## config.mk

```make
export PLATFORM = sky130hd
export DESIGN_NAME = uart_rx_cfg
export DESIGN_NICKNAME = d
export VERILOG_FILES = /design/src/rtl/uart_rx_cfg.sv
export SDC_FILE = /design/constraint.sdc
export NUM_CORES = 1
export LEC_CHECK = 0
export ABC_CLOCK_PERIOD_IN_PS = 2350
export CAP_MARGIN = 20
export CORE_UTILIZATION = 55
export DETAILED_ROUTE_END_ITERATION = 16
export GPL_TIMING_DRIVEN = 0
export PLACE_DENSITY = 0.77
export RECOVER_POWER = 100
export SETUP_SLACK_MARGIN = 0.5
export SYNTH_ARGS = -nofsm -noshare
export SYNTH_HDL_FRONTEND = slang
export SYNTH_SLANG_ARGS = --single-unit
```

## constraint.sdc

```tcl
create_clock -name uart_clock -period 2.35 [get_ports uart_clock]
set_clock_uncertainty 0.15 [all_clocks]
set_input_delay 0.3525 -clock uart_clock [delete_from_list [all_inputs] [get_ports uart_clock]]
set_output_delay 0.3525 -clock uart_clock [all_outputs]
set_load 0.005 [all_outputs]
```

## src/rtl/uart_rx_cfg.sv

```systemverilog
// uart_rx_cfg: UART receiver with a frame format fixed at elaboration.
// The frame has 5..9 data bits sent LSB first, optional odd or even parity, and 1 or 2 stop bits.
// It contains a line synchroniser, false-start rejection, parity and framing error flags,
// and a valid/ready holding register that flags an overrun.
//
// Ports:
//   uart_clock       in   system clock, rising edge
//   uart_reset       in   asynchronous active-high reset
//   uart_d_in        in   serial line (asynchronous, idles high)
//   uart_ready       in   consumer accepts the held word while uart_valid is high
//   uart_d_out       out  received word [DATA_BITS-1:0]
//   uart_valid       out  uart_d_out and the error flags hold a word
//   uart_parity_err  out  parity mismatch for the held word
//   uart_frame_err   out  a stop bit of the held word was sampled low
//   uart_overrun     out  one-cycle pulse: a completed frame was dropped
module uart_rx_cfg #(
   parameter int unsigned CLOCK_FREQ = 100000000,
   parameter int unsigned BAUD_RATE  = 4000000,
   parameter int unsigned DATA_BITS  = 8,
   parameter int unsigned PARITY     = 0,
   parameter int unsigned STOP_BITS  = 1
) (
   input  logic                 uart_clock,
   input  logic                 uart_reset,
   input  logic                 uart_d_in,
   input  logic                 uart_ready,
   output logic [DATA_BITS-1:0] uart_d_out,
   output logic                 uart_valid,
   output logic                 uart_parity_err,
   output logic                 uart_frame_err,
   output logic                 uart_overrun
);

   localparam int unsigned BIT_TICKS = CLOCK_FREQ / BAUD_RATE;
   localparam int unsigned CW        = $clog2(BIT_TICKS);
   localparam int unsigned HALF      = BIT_TICKS / 2;
   localparam int unsigned BCW       = 4;
   localparam bit          PAR_ODD   = (PARITY == 32'd1);
   localparam bit          PAR_EN    = (PARITY != 32'd0);

   typedef enum logic [2:0] {
      S_IDLE   = 3'd0,
      S_START  = 3'd1,
      S_DATA   = 3'd2,
      S_PARITY = 3'd3,
      S_STOP   = 3'd4
   } state_t;

   state_t               r_state, w_state_next;
   logic                 r_sync1, r_sync2, r_rxs_q;
   logic [CW-1:0]        r_cnt, w_cnt_next;
   logic [BCW-1:0]       r_bit, w_bit_next;
   logic [DATA_BITS-1:0] r_shift, w_shift_next;
   logic                 r_par_err, w_par_next;
   logic                 r_frm_err, w_frm_next;
   logic                 w_done;
   logic                 w_rxs;
   logic                 w_tick;

   assign w_rxs  = r_sync2;
   assign w_tick = (r_cnt == CW'(BIT_TICKS - 1));

   // Line synchroniser plus one delay flop for falling-edge detection
   always_ff @(posedge uart_clock or posedge uart_reset) begin
      if (uart_reset) begin
         r_sync1 <= 1'b1;
         r_sync2 <= 1'b1;
         r_rxs_q <= 1'b1;
      end else begin
         r_sync1 <= uart_d_in;
         r_sync2 <= r_sync1;
         r_rxs_q <= r_sync2;
      end
   end

   // State and frame datapath registers
   always_ff @(posedge uart_clock or posedge uart_reset) begin
      if (uart_reset) begin
         r_state   <= S_IDLE;
         r_cnt     <= '0;
         r_bit     <= '0;
         r_shift   <= '0;
         r_par_err <= 1'b0;
         r_frm_err <= 1'b0;
      end else begin
         r_state   <= w_state_next;
         r_cnt     <= w_cnt_next;
         r_bit     <= w_bit_next;
         r_shift   <= w_shift_next;
         r_par_err <= w_par_next;
         r_frm_err <= w_frm_next;
      end
   end

   // Next-state and datapath update
   always_comb begin
      w_state_next = r_state;
      w_cnt_next   = r_cnt;
      w_bit_next   = r_bit;
      w_shift_next = r_shift;
      w_par_next   = r_par_err;
      w_frm_next   = r_frm_err;
      w_done       = 1'b0;

      case (r_state)
         S_IDLE: begin
            w_cnt_next = '0;
            w_bit_next = '0;
            // rxs_q must be high, so a line stuck low after a bad stop bit cannot restart
            if (r_rxs_q && !w_rxs) begin
               w_state_next = S_START;
               w_par_next   = 1'b0;
               w_frm_next   = 1'b0;
            end
         end
         S_START: begin
            if (r_cnt == CW'(HALF - 1)) begin
               w_cnt_next   = '0;
               // High at mid start bit means a glitch: drop it silently
               w_state_next = w_rxs ? S_IDLE : S_DATA;
            end else begin
               w_cnt_next = r_cnt + CW'(1);
            end
         end
         S_DATA: begin
            if (w_tick) begin
               w_cnt_next   = '0;
               w_shift_next = {w_rxs, r_shift[DATA_BITS-1:1]};
               if (r_bit == BCW'(DATA_BITS - 1)) begin
                  w_bit_next   = '0;
                  w_state_next = PAR_EN ? S_PARITY : S_STOP;
               end else begin
                  w_bit_next = r_bit + BCW'(1);
               end
            end else begin
               w_cnt_next = r_cnt + CW'(1);
            end
         end
         S_PARITY: begin
            if (w_tick) begin
               w_cnt_next   = '0;
               w_par_next   = ((^r_shift) ^ w_rxs) != PAR_ODD;
               w_state_next = S_STOP;
            end else begin
               w_cnt_next = r_cnt + CW'(1);
            end
         end
         S_STOP: begin
            if (w_tick) begin
               w_cnt_next = '0;
               w_frm_next = r_frm_err | ~w_rxs;
               if (r_bit == BCW'(STOP_BITS - 1)) begin
                  w_bit_next   = '0;
                  w_done       = 1'b1;
                  w_state_next = S_IDLE;
               end else begin
                  w_bit_next = r_bit + BCW'(1);
               end
            end else begin
               w_cnt_next = r_cnt + CW'(1);
            end
         end
         default: begin
            w_state_next = S_IDLE;
            w_cnt_next   = '0;
            w_bit_next   = '0;
         end
      endcase
   end

   // Output holding register: a completing frame loads the register if it is free or being accepted
   always_ff @(posedge uart_clock or posedge uart_reset) begin
      if (uart_reset) begin
         uart_d_out      <= '0;
         uart_valid      <= 1'b0;
         uart_parity_err <= 1'b0;
         uart_frame_err  <= 1'b0;
         uart_overrun    <= 1'b0;
      end else begin
         uart_overrun <= 1'b0;
         if (w_done) begin
            if (!uart_valid || uart_ready) begin
               uart_d_out      <= r_shift;
               uart_parity_err <= r_par_err;
               uart_frame_err  <= w_frm_next;
               uart_valid      <= 1'b1;
            end else begin
               uart_overrun <= 1'b1;
            end
         end else if (uart_valid && uart_ready) begin
            uart_valid <= 1'b0;
         end
      end
   end

endmodule
```

==> impl_metrics.toml, run 1 <==
[drt]
drt-initial-drc-count = 75
vias = 1375
drc = 2
first_pass_iters = 10
vias_per_cell = 6.084
wl_per_cell_um = 17.68
routed_wl_um = 3996
ant_nets = 0

[cts]
cts.path.max_buffers = 2
numCtsBuffers = 5
clock_sinks = 37
insertion_delay_ps = 350
htreeDepth = 2
clk_pin_slew_ps = 120
cts_tree = "yes"
root_buffer = "clkbuf_4"

[logic_synthesis]
post_synth_inst_count = 150
async_reset_ff_share_pct = 100.0
synth_nets = 158
synthTopCellsByArea = "dfrtp_1 50%, mux2_2 12%, dfstp_2 4.6%"
syn_area_per_cell_um2 = 11.44
synth_area_leader_cell = "dfrtp_1"
synth_top_area_share_pct = 49.60
synth_seq_cells = 37
yosysUniqueCellTypes = 34
synth_ff_type = "dfrtp_1"
seq_area_frac_synth_pct = 54.19
yosys_warnings = 0
synth_area_um2 = 1715
synth_edf_count = 0

[floorplan]
core_area_um2 = 2853
die-area_um2 = 3346
num_rows = 19
io-pin-count = 16
dieWidth_um = 57.85
die_h_um = 57.85
start_util_pct = 60.13

[timing]
slew_viol_final = 0
finalCritPeriodShare_pct = 92.64
tightest_slew_ps = 627.6
rsz0062_at_grt = "true"
maxSlewHeadroom_pct = 58.16
setup_violations = 0
hold_viol = 0
max_freq_mhz = 459.3
fin_crit_ps = 2177
worst_slack_ps = 172.9
tns_ps = 0

[min_path]
hold_start = "r_sync1"
hold_path.class = "reg2reg"

[cells_and_area]
antenna_cells = 0
layout_common_cells = "34 x dfrtp_1, 17 x mux2_2, 16 x buf_4"
fin_area_um2 = 2241
final_common_cell = "dfrtp_1"
finalNonFillerCells = 226
fin_nets = 202
fillers = 188
area.growth.synth_to_final_pct = 30.63
drive_gt1_share_pct = 32.31

[job]
drv_cap = 0

[global_route]
antenna_found_initial = 0
grt_overflow = 0
grt_pass1_wl_um = 5768
gr-usage-all-layers_pct = 23.38
grt_max_degree = 26
grt_pass1_vias = 1271

[worst_setup_path]
cp_max_fo = 10
worstPathArrival_ps = 2250
criticalPathCategory = "reg2reg"
critPathBufInv = 4
r2r_start = "r_bit[1]"
end_kind = "flop"
critPathLaunch = "r_bit[1]"
required_ps = 2430
start_kind = "flop"
path_delay_family = "buffers and inverters"
cpMostUsedCell = "buf_4"
cpPeakStageDelay_ps = 410
path_cells = "inv_1, ha_4, nor3b_1, buf_4, buf_4, nand4_1, buf_8, mux2_2"
slowest_stage = "dfrtp_1"

[placed_design]
place_area_um2 = 1954
dp_hpwl_um = 2151
routabilityCongestion = 0.8631
port_buffers = 15
dp.cells = 197
dp_slack_ps = 185.9

[power]
power_mw = 1.943
total_leakage_power_nw = 1.079
vdd_drop_max_v = 0.0005645
p_per_area_nw_per_um2 = 866.9

[outcome]
outcome = "finished with violations"
violations = "DRC"
## path summary, 6_finish.rpt
| path | to | slack (ps) | cells after the start |
|---|---|---|---|
| worst max-delay path | uart_d_out[7] | 170 | 8 |
| worst min-delay path | r_sync2 | 220 | 0 |
| worst max register to register | uart_d_out[7] | 170 | 8 |
| worst min register to register | r_sync2 | 220 | 0 |
| max in group asynchronous | r_cnt[1] | 760 | 3 |
| min in group asynchronous | r_shift[3] | 290 | 2 |
## metal layers
metal	GRT usage, %	up-vias	part of all wire, %
li1	-	623	-
met1	29.45	667	43
met2	35.80	68	47
met3	8.705	17	6.5
met4	11.22	0	3.5
met5	0	-	0
## timing repair
| action | 4_1_cts | 5_1_grt |
|---|---|---|
| hold buffers | 0 | 0 |
| endpoints found under the hold margin | 0 | 0 |
| setup endpoints to repair | 22 | 22 |
| pin swaps | 3 | 3 |
| resized for setup | 13 | 15 |
| buffers inserted | 11 | 10 |
## sequential cells by signal (all words and copies together), names as in the netlist, 3 cells and up
| name | cells |
|---|---|
| r_shift | 8 |
| r_bit | 4 |
| r_cnt | 5 |
| uart_d_out | 8 |
| r_state | 3 |
## stage by stage
| step | util (%) | hold WS [ps] |
|---|---|---|
| finish | 78.55 | 218.7 |
| detailed placement | 68.51 | 199.1 |
| global route | 78.55 | 227.6 |
| global placement | 67.54 | 195.7 |
| floorplan | - | 195.2 |
| CTS | 76.27 | 215.1 |
## synth_stat cells (2+ instances only)
cell / n
ha_1: 4
clkbuf_1: 4
xnor2_1: 8
nor2_1: 9
nor3_1: 6
inv_1: 5
nand2_1: 12
nand3b_1: 2
dfrtp_1: 34
xor2_1: 3
nand3_1: 7
nand2b_1: 3
dfstp_2: 3
o21ai_0: 6
mux2_2: 19
a21oi_1: 7
## power breakdown
part	switching (mW)	total, mW	leakage [nW]	internal, mW
registers	0.0508	0.737	0.501	0.686
logic	0.391	0.767	0.535	0.377
clock network	0.215	0.438	0.0422	0.223
## worst reg2reg max path: cells and delay by family (launching register included)
family,cells,cell delay (ps)
buf+inv,4,610
simple gates,2,470
flops,1,410
mux,1,270
fa+ha+maj,1,140
## layout make-up
cell class	count	area (um^2)	share of cell area, %
clock buffer	6	41.29	1.843
timing repair buffer	37	309.0	13.79
buffer	5	45.04	2.010
inverter	5	18.77	0.8375
sequential	37	929.6	41.49
tap	31	38.79	1.731
multi-input combinational	103	823.3	36.74
clock inverter	2	35.03	1.563
## cell families after synthesis
group           synth area share [%]
buf+inv                        2.626
xor+xnor                       5.617
fa+ha+maj                      2.918
compound gates                 7.952
simple gates                   14.22
mux                            12.47
flops                          54.19
Power figures use the tool's default switching activity.
==> run 2: changes to the inputs <==
--- a/config.mk
+++ b/config.mk
@@ -9,7 +9,6 @@
 export CAP_MARGIN = 20
 export CORE_UTILIZATION = 55
 export DETAILED_ROUTE_END_ITERATION = 16
-export GPL_TIMING_DRIVEN = 0
 export PLACE_DENSITY = 0.77
 export RECOVER_POWER = 100
 export SETUP_SLACK_MARGIN = 0.5
==> run 2 against run 1 <==
  * The flow still finishes with violations (DRC)
  * Core utilization decreased by 3.0 points
  * Routed wire length decreased by 9.8%
  * Die area unchanged
  * Cell area decreased by 3.8%
  * Global-route usage decreased by 0.31 points
  * Combinational power decreased by 20%
  * Sequential share of layout area increased by 1.6 points
  * Cell count decreased by 2.7%
  * Clock power increased by 3%
  * Worst hold slack got worse by 0.84 ps
  * First-iteration DRC count decreased by 33%
==> impl_metrics.toml, run 2 (synthesis results as in run 1) <==
[worst_setup_path]
cp_max_fo = 11
start_kind = "flop"
worstPathArrival_ps = 2200
required_ps = 2410
r2r_setup_slack_ps = 210
path_delay_family = "simple AND/OR/NAND/NOR gates"
critPathBufInv = 0
end_kind = "flop"
slowest_stage = "dfrtp_1"
criticalPathCategory = "reg2reg"
path_cells = "and2b_2, o21ba_4, or3_1, nand2_1, mux2_1"
cpPeakStageDelay_ps = 560

[timing]
tightest_slew_ps = 888.4
finalCritPeriodShare_pct = 90.95
slew_viol_final = 0
worst_slack_ps = 212.7
rsz0062_at_grt = "true"
max_freq_mhz = 467.9
setup_violations = 0
hold_viol = 0
maxSlewHeadroom_pct = 40.77
tns_ps = 0
fin_crit_ps = 2137

[global_route]
grt_max_degree = 38
grt_pass1_wl_um = 5754
grt_pass1_vias = 1273
antenna_found_initial = 0
grt_overflow = 0
gr-usage-all-layers_pct = 23.07

[cells_and_area]
final_common_cell = "dfrtp_1"
final_util_pct = 75.57
multiInputGateArea_um2 = 808.3
finalNonFillerCells = 220
seq_area_um2 = 929.6
layout_common_cells = "34 x dfrtp_1, 16 x mux2_2, 14 x dlygate4sd3_1"
largest_registers = "r_shift (8), uart_d_out (8), r_cnt (5)"
area.growth.synth_to_final_pct = 25.67
antenna_cells = 0
drive_gt1_share_pct = 27.51
fillers = 203
fin_nets = 196

[floorplan]
io-pin-count = 16
num_rows = 19
die-area_um2 = 3346
dieWidth_um = 57.85
start_util_pct = 60.13
core_area_um2 = 2853
die_h_um = 57.85

[cts]
cts_tree = "yes"
hold_buffers = 0
clk_pin_slew_ps = 100
cts.path.max_buffers = 2
clock_sinks = 37
insertion_delay_ps = 320
htreeDepth = 2
numCtsBuffers = 5
root_buffer = "clkbuf_4"

[drt]
vias_per_cell = 5.923
drc = 2
drt-initial-drc-count = 50
ant_nets = 0
vias = 1303
first_pass_iters = 10
wl_per_cell_um = 16.39
routed_wl_um = 3605

[outcome]
violations = "DRC"
outcome = "finished with violations"

[placed_design]
dp.cells = 197
routabilityCongestion = 0.9111
port_buffers = 15
dp_slack_ps = 242.6
dp_hpwl_um = 2083

[power]
total_leakage_power_nw = 1.031
vdd_drop_max_v = 0.0006016
p_per_area_nw_per_um2 = 839.8

[job]
drv_cap = 0

[min_path]
hold_path.class = "reg2reg"
[run 2: changes by cell type in the layout (fill, tap and decap cells not counted), sizes merged]
cell	before	now
buf	20	12
clkbuf	13	16
clkinv	1	0
[run 2: worst paths after layout]
kind / cells after the start / startpoint / to
setup / recovery: 5 / r_state[1] / r_state[1]
hold / removal: 0 / r_sync1 / r_sync2
setup reg to reg: 5 / r_state[1] / r_state[1]
hold reg to reg: 0 / r_sync1 / r_sync2
max in group asynchronous: 3 / uart_reset / r_par_err
min in group asynchronous: 3 / uart_reset / uart_d_out[0]
[run 2: through the flow]
step / cell area (um^2) / hold WS [ps] / total power, mW
final: 2156 / 217.9 / 1.810
after global routing: 2156 / 226.7 / 1.916
after CTS: 2166 / 213.4 / 1.805
after detailed placement: 1941 / 197.9 / 1.221
after global placement: 1941 / 195.5 / 1.198
after floorplan: 1738 / 195.2 / 1.115
[run 2: repair_timing]
item                       4_1_cts  5_1_grt
cloned                           1        0
resized for setup               17       12
setup endpoints to repair       23       24
pin swaps                        1        4
setup buffers                   11        3
[run 2: worst reg2reg max path: stages, from the launching register on]
cell and delay (ps):
dfrtp_1 560, and2b_2 270, o21ba_4 170, or3_1 370
nand2_1 160, mux2_1 340
[run 2: area by class of cell]
cell class | count | area share, %
Inverter | 5 | 0.8706
Sequential cell | 37 | 43.12
Clock inverter | 1 | 1.393
Multi-Input combinational cell | 103 | 37.49
Clock buffer | 7 | 2.554
Timing Repair Buffer | 36 | 12.77
Tap cell | 31 | 1.799
[run 2: layer usage]
layer / wire length (um) / GRT usage, %
met1: 1606 / 28.34
met5: 0 / 0
met4: 39 / 6.803
met3: 138 / 4.911
met2: 1821 / 40.89
[run 2: report_power, final]
part	switching [mW]	leakage (nW)	internal (mW)
Sequential	0.0596	0.501	0.686
Combinational	0.339	0.484	0.276
Clock	0.196	0.0455	0.254
==> run 3: changes to the inputs <==
--- a/config.mk
+++ b/config.mk
@@ -9,7 +9,7 @@
 export CAP_MARGIN = 20
 export CORE_UTILIZATION = 55
 export DETAILED_ROUTE_END_ITERATION = 16
-export PLACE_DENSITY = 0.77
+export PLACE_DENSITY_LB_ADDON = 0.2
 export RECOVER_POWER = 100
 export SETUP_SLACK_MARGIN = 0.5
 export SYNTH_ARGS = -nofsm -noshare
==> run 3 against run 2 <==
  * The flow now finishes without violations
  * Cell count increased by 1.8%
  * Die area is the same
  * Sequential power about the same
  * Critical endpoint is now uart_d_out[7]
  * Global-route usage increased by 1.2 points
  * Routed wire length increased by 0.69%
  * Total power up 5.3%
==> impl_metrics.toml, run 3 (synthesis results as in run 1) <==
[outcome]
outcome = "finished clean"

[worst_setup_path]
path_cells = "inv_1, ha_1, and4b_1, clkbuf_1, nand4_1, clkbuf_2, mux2_1"
cp_max_fo = 6
critPathBufInv = 3
start_kind = "flop"
cpPeakStageDelay_ps = 390
cp.depth = 7
worstPathArrival_ps = 2190
slowest_stage = "dfrtp_1"
criticalPathCategory = "reg2reg"
end_kind = "flop"
required_ps = 2430
r2r_cells = 7
path_delay_family = "buffers and inverters"

[min_path]
min_path_cells = 0
hold_path.class = "reg2reg"

[drt]
ant_nets = 0
drc = 0
routed_wl_um = 3630
vias = 1314
first_pass_iters = 4
drt-initial-drc-count = 93
wl_per_cell_um = 16.21
vias_per_cell = 5.866

[power]
vdd_drop_max_v = 0.0004916
total_leakage_power_nw = 1.062
p_per_area_nw_per_um2 = 860.7

[timing]
rsz0062_at_grt = "true"
maxSlewHeadroom_pct = 40.74
hold_viol = 0
max_freq_mhz = 473.9
whs_ps = 225.1
slew_viol_final = 0
tightest_slew_ps = 888.9
finalCritPeriodShare_pct = 89.78
fin_crit_ps = 2110
setup_violations = 0
tns_ps = 0

[cells_and_area]
drive_gt1_share_pct = 31.61
fillers = 189
layout_common_cells = "32 x dfrtp_1, 16 x mux2_2, 15 x buf_4"
multiInputGateArea_um2 = 833.3
largest_registers = "r_shift (8), uart_d_out (8), r_cnt (5)"
seq_area_um2 = 932.1
fin_nets = 200
antenna_cells = 0
finalNonFillerCells = 224
final_common_cell = "dfrtp_1"
fin_area_um2 = 2215
area.growth.synth_to_final_pct = 29.10

[floorplan]
die_h_um = 57.85
num_rows = 19
dieWidth_um = 57.85
core_area_um2 = 2853
io-pin-count = 16
die-area_um2 = 3346
start_util_pct = 60.13

[global_route]
grt_pass1_wl_um = 6044
grt_max_degree = 38
grt_pass1_vias = 1292
antenna_found_initial = 0
grt_overflow = 0
gr-usage-all-layers_pct = 24.29

[placed_design]
dp.cells = 196
dp_hpwl_um = 2090
place_area_um2 = 1933
routabilityCongestion = 0.8473
port_buffers = 15

[cts]
insertion_delay_ps = 350
root_buffer = "clkbuf_4"
htreeDepth = 2
clk_pin_slew_ps = 110
clock_sinks = 37
cts.path.max_buffers = 2
cts_tree = "yes"
hold_buffers = 0
numCtsBuffers = 5

[job]
drv_cap = 0
run 3: cell type report:
| class | count | share of cell area (%) |
|---|---|---|
| Multi-Input combinational cell | 103 | 37.63 |
| Timing Repair Buffer | 40 | 13.67 |
| Clock inverter | 2 | 1.695 |
| Sequential cell | 37 | 42.09 |
| Tap cell | 31 | 1.751 |
| Inverter | 5 | 0.8475 |
| Clock buffer | 6 | 2.316 |
run 3: timing repair:
item                                    CTS  global route
endpoints found under the setup margin   23            18
buffers inserted                         14             5
resized for setup                        20            13
cloned                                    1             0
pin swaps                                 2             2
run 3: where the power goes:
group	switching (mW)	internal, mW
registers	0.0552	0.689
clock network	0.219	0.253
logic	0.373	0.318
total	0.647	1.26
run 3: final timing paths:
path / end / slack (ps) / startpoint
max: uart_d_out[7] / 240 / r_cnt[0]
min: r_sync2 / 230 / r_sync1
max reg2reg: uart_d_out[7] / 240 / r_cnt[0]
min reg2reg: r_sync2 / 230 / r_sync1
max in group asynchronous: r_state[1] / 870 / uart_reset
min in group asynchronous: r_state[2] / 560 / uart_reset
run 3: layer usage:
metal	up-vias	wire (um)	global-route usage (%)
met1	646	1521	30.98
met5	-	0	0
met4	0	119	12.24
li1	611	-	-
met2	41	1817	39.24
met3	16	171	5.357
run 3: per-stage QoR:
step | total power, mW | utilization (%) | setup WS [ps]
5_1_grt | 2.004 | 77.63 | 138.6
3_3_place_gp | 1.187 | 67.76 | 267.2
2_1_floorplan | 1.115 | - | 366.5
4_1_cts | 1.855 | 76.89 | 309.2
3_5_place_dp | 1.208 | 67.76 | 185.8
6_report | 1.906 | 77.63 | 240.1
